===== src/rtl/dmem_write_buffer_bridge.sv =====
// Posted-write buffer between the core data port and a req/ready/rvalid data memory.
// Latency: stores 0 cycles while buffer has room; load hit 0 cycles; load miss >= 3 stall cycles.
// Backpressure: stall holds the core on full buffer or load miss; memory side waits on mem_ready.
// Build option WBUF_FWD_EN: search the buffer on loads and forward the youngest matching store.
module dmem_write_buffer_bridge #(
  parameter int DEPTH = 4,
  parameter int AW    = 7,
  parameter int DW    = 32
) (
  input  logic          clk,
  input  logic          rst_n,
  input  logic          CEN,
  input  logic          WEN,
  input  logic          OEN,
  input  logic [AW-1:0] A,
  input  logic [DW-1:0] Data2Mem,
  output logic [DW-1:0] ReadDataMem,
  output logic          stall,
  output logic          mem_req,
  output logic          mem_we,
  output logic [AW-1:0] mem_addr,
  output logic [DW-1:0] mem_wdata,
  input  logic          mem_ready,
  input  logic          mem_rvalid,
  input  logic [DW-1:0] mem_rdata
);

  localparam int PW = $clog2(DEPTH);

  typedef enum logic [1:0] {IDLE, RD_REQ, RD_WAIT, RD_DONE} state_t;

  state_t        state, state_nxt;
  logic [AW-1:0] buf_addr [DEPTH];
  logic [DW-1:0] buf_data [DEPTH];
  logic [PW-1:0] rd_ptr, wr_ptr;
  logic [PW:0]   cnt;
  logic [DW-1:0] rdata_q;
  logic          store, load, full, enq, deq, hit, rd_go;
  logic [DW-1:0] hit_data;
`ifdef WBUF_FWD_EN
  logic [PW-1:0] idx;
`endif

  // WEN=0 wins over OEN=0, so a write with both enables low is a store
  assign store = !CEN && !WEN;
  assign load  = !CEN && !OEN && WEN;
  assign full  = (cnt == (PW+1)'(DEPTH));
  assign enq   = store && !full;

  // Buffer search: scan oldest to youngest so the last match seen is the youngest
  always_comb begin
    hit      = 1'b0;
    hit_data = '0;
`ifdef WBUF_FWD_EN
    idx      = rd_ptr;
    for (int i = 0; i < DEPTH; i++) begin
      idx = rd_ptr + PW'(i);
      if (((PW+1)'(i) < cnt) && (buf_addr[idx] == A)) begin
        hit      = 1'b1;
        hit_data = buf_data[idx];
      end
    end
`endif
  end

  // Next state, core stall, memory request and load data
  always_comb begin
    state_nxt   = state;
    stall       = 1'b0;
    mem_req     = 1'b0;
    mem_we      = 1'b0;
    mem_addr    = '0;
    mem_wdata   = '0;
    ReadDataMem = '0;
    rd_go       = 1'b0;
    deq         = 1'b0;
    case (state)
      IDLE: begin
        if (load) begin
`ifdef WBUF_FWD_EN
          // a miss matches no buffered entry, so it may bypass pending stores
          rd_go = !hit;
`else
          // without a search, a load waits for the buffer to empty to keep ordering
          rd_go = (cnt == '0);
`endif
          if (hit) begin
            ReadDataMem = hit_data;
          end else begin
            stall = 1'b1;
            if (rd_go) state_nxt = RD_REQ;
          end
        end
        // drain the head entry unless a read is about to take the memory port
        if ((cnt != '0) && !rd_go) begin
          mem_req   = 1'b1;
          mem_we    = 1'b1;
          mem_addr  = buf_addr[rd_ptr];
          mem_wdata = buf_data[rd_ptr];
          deq       = mem_ready;
        end
      end
      RD_REQ: begin
        stall    = 1'b1;
        mem_req  = 1'b1;
        mem_addr = A;
        if (mem_ready) state_nxt = RD_WAIT;
      end
      RD_WAIT: begin
        stall = 1'b1;
        if (mem_rvalid) state_nxt = RD_DONE;
      end
      RD_DONE: begin
        ReadDataMem = rdata_q;
        state_nxt   = IDLE;
      end
      default: state_nxt = IDLE;
    endcase
    if (store && full) stall = 1'b1;
  end

  // FSM, pointers, occupancy and captured read data
  always_ff @(posedge clk or negedge rst_n) begin
    if (!rst_n) begin
      state   <= IDLE;
      rd_ptr  <= '0;
      wr_ptr  <= '0;
      cnt     <= '0;
      rdata_q <= '0;
    end else begin
      state <= state_nxt;
      if (enq) wr_ptr <= wr_ptr + PW'(1);
      if (deq) rd_ptr <= rd_ptr + PW'(1);
      case ({enq, deq})
        2'b10:   cnt <= cnt + (PW+1)'(1);
        2'b01:   cnt <= cnt - (PW+1)'(1);
        default: cnt <= cnt;
      endcase
      if ((state == RD_WAIT) && mem_rvalid) rdata_q <= mem_rdata;
    end
  end

  // Entry storage needs no reset: occupancy decides which slots are live
  always_ff @(posedge clk) begin
    if (enq) begin
      buf_addr[wr_ptr] <= A;
      buf_data[wr_ptr] <= Data2Mem;
    end
  end

endmodule


===== config.mk =====
export PLATFORM = sky130hd
export DESIGN_NAME = dmem_write_buffer_bridge
export DESIGN_NICKNAME = d
export VERILOG_FILES = /design/src/rtl/dmem_write_buffer_bridge.sv
export SDC_FILE = /design/constraint.sdc
export NUM_CORES = 1
export LEC_CHECK = 0
export BUFFER_PORTS_ARGS = -buffer_cell sky130_fd_sc_hd__buf_2
export CORE_ASPECT_RATIO = 1.1
export CORE_UTILIZATION = 25
export DETAILED_ROUTE_END_ITERATION = 12
export GPL_TIMING_DRIVEN = 0
export SLEW_MARGIN = 10
export SYNTH_ARGS = -nofsm -noshare
export SYNTH_HDL_FRONTEND = slang
export SYNTH_SLANG_ARGS = --single-unit

===== constraint.sdc =====
create_clock -name clk -period 2.1 [get_ports clk]
set_input_delay 0.315 -clock clk [delete_from_list [all_inputs] [get_ports clk]]
set_output_delay 0.315 -clock clk [all_outputs]
set_load 0.01 [all_outputs]

==> metrics <==
Post-synth top flop edfxtp_1; Final Hold Vio Count 0; complex-gate fraction of the synthesized area under 10%; IO Port Bufs roughly 150; Placer Congestion approximately 0.68; Slew Viols, Final 0; post-synthesis adder-cell area fraction ~1.8%; GR Layer Usage met1 between 10 and 15%; RSZ-0062 raised after global routing yes; total chip power between 10 and 15 mW; cts hold-fix bufs 0; # fillers between 3000 and 4000; Final HPWL DP roughly 10000 um; vias in the first global route 4601; synth cell count leaders edfxtp_1 (156), and2_1 (69), dfrtp_1 (41), mux4_2 (39), mux2_2 (21); status finished with violations; register area share after synthesis a little over 70%; VDD IR-drop max just over 500 uV; violated checks setup timing; mean area per synthesized cell 19.4 um^2; M3 GR Usage 3.44%; Total GRT Usage between 10% and 20%; worst hold-check path type input pin to async pin; Detailed Route WL 18200 um; Chip Height around 190 um; clock slew at reported path FFs 0.08 ns; worst path cell trace buf_12 > buf_12 > mux4_2 > a22o_1 > buf_2; Max Freq around 450 MHz; grt met2 use between 20% and 30%; Post-Synthesis Cell Area 7930 um^2; Tcrit/Tclk final 107%; gr busiest metal met2; most used cell, CP buf_12; CTS sink cnt just under 200; most frequent cell after synthesis edfxtp_1; flops & latches, synth slightly below 200; CTS Root Cell clkbuf_16; Gate Count Post-Synth 408; R2R cell count 10; Pleak just under 4 nW; Worst-Margin Slew between 0.9 and 1 ns; initial antenna violation count 3; Max Root-Sink Buffers 2; IO Pins around 150; Yosys top cell by area edfxtp_1; layout overhead on the synthesized area 30.3%; Starting Density between 20% and 30%; WP data required around 1.8 ns; CP max FO 5; Critical Path AT just under 2 ns; First DRT Iteration DRCs 120; synth warn 0; Max stage delay on crit path 0.49 ns; top post-synthesis cells by area edfxtp_1 (59%), dfrtp_1 (13%), mux4_2 (11%); final setup fails 39; Netlist cell types 31; PwrDens about 1400 nW/um^2; largest net degree at the start of global routing between 40 and 50; Synth Area in XOR/XNOR 0.663%; Max Cap Violations 0; Avg WL per Cell around 18 um; worst setup path category flop to primary output; TritonCTS Buffers 17; die area 32400 um^2; Die X approximately 170 um; final setup margin -0.141 ns; Crit. End Element primary output; Slew HR 37.7%; first-pass GRT wire length about 28000 um; largest family of logic cells by synthesized area multiplexers; Syn Nets slightly below 500; Clock Latency Late Sink roughly 0.43 ns; TritonCTS clock tree yes; share of layout cells above drive strength 1 between 50 and 60%; post-synthesis mux area share between 10% and 20%; Clock Skew between 0.007 and 0.008 ns; fin util between 30% and 40%; Synth top area share roughly 59%; Via Count ~4300; Slowest-stage cell, CP mux4_2; fin nets 688; CORE AREA around 31000 um^2; 1st-pass router iterations 4; DRC 0; Async SR Flop Fraction a little over a fifth; number of synthesized flops with an enable pin 156; via density per instance approximately 4.1; Post-Synth Simple-Gate Area 6.14%; H-tree depth 4; total grt overflow 0; FP Rows between 60 and 70; Worst Setup Start Kind flop; crit path time final 2.24 ns; Detail Route Antenna Nets 0
layout by cell type (no fill, tap or decap), types with 3 or more instances in the layout:
master       n
a22o_1       7
and2_1      49
and2_4      22
buf_1        3
buf_12       6
buf_2      140
buf_4       15
buf_6       13
clkbuf_16   20
clkinv_4     3
dfrtp_1     40
edfxtp_1   156
ha_1         6
inv_1        5
inv_2        3
inv_8        6
mux2_1      12
mux2_2      21
mux4_2      39
xnor2_1      3
xor2_1       3
registers in the layout, indices dropped and copies added (netlist names):
name	count
cnt	3
buf_data	128
rd_ptr	2
state	2
wr_ptr	2
buf_addr	28
rdata_q	32
worst max-delay path, delay by kind of cell (launching register included):
kind                   cells  cell delay (ns)
AO/OA/AOI/OAI              1             0.22
multiplexers               1             0.49
flip-flops                 1             0.40
buffers and inverters      3             0.39
final timing paths:
kind,startpoint,slack (ns),to
worst min-delay path,rst_n,0.02,rdata_q[3]
worst max register to register,state[0],0.06,cnt[2]
worst min register to register,rdata_q[0],0.49,rdata_q[0]
worst max-delay path,rd_ptr[0],-0.14,mem_addr[2]
min in group clk,mem_rdata[18],0.09,rdata_q[18]
max in group asynchronous,rst_n,1.44,rd_ptr[0]
what timing repair did:
item                                    CTS  global route
endpoints found under the setup margin  199           109
pin swaps                                10             4
gates resized for setup                  73            14
setup buffers                            15             2
gates cloned                              7             0
report_power, final:
part | switching (mW) | internal [mW] | leakage, nW
combinational | 2.52 | 3.02 | 1.77
sequential | 0.294 | 4.97 | 1.90
clock | 1.61 | 1.70 | 0.286
routing by layer:
layer / routed length (um) / vias to the layer above
li1: - / 1960
met1: 7570 / 2174
met2: 9240 / 126
met3: 1170 / 14
met4: 191 / 2
met5: 13 / -
cells by family after synthesis:
group                    Yosys count
flip-flops                       197
multiplexers                      74
buffers and inverters             28
AO/OA/AOI/OAI                     13
XOR/XNOR                           6
adder cells (fa/ha/maj)           11
AND/OR/NAND/NOR                   79
per-stage QoR:
step	setup WS, ns	setup TNS, ns	cell area (um^2)	instances	hold WS [ns]
3_3_place_gp	-0.416	-61.06	9230	979	0.466
4_1_cts	-0.198	-6.16	10300	1031	0.0478
2_1_floorplan	0.0257	0	7950	408	0.0194
6_report	-0.141	-4.20	10300	1034	0.0233
5_1_grt	-0.237	-7.75	10300	1032	0.0695
3_5_place_dp	-0.459	-67.50	9230	979	0.477
final cells by class:
type / instances / area [um^2] / share of cell area (%)
Buffer: 18 / 223 / 2.16
Inverter: 8 / 30.0 / 0.291
Multi-Input combinational cell: 188 / 2240 / 21.7
Sequential cell: 197 / 5710 / 55.3
Clock buffer: 17 / 425 / 4.12
Tap cell: 420 / 526 / 5.09
Antenna cell: 2 / 5.00 / 0.0484
Timing Repair Buffer: 169 / 1010 / 9.79
Clock inverter: 15 / 161 / 1.56
(Power assumes the default switching activity.)
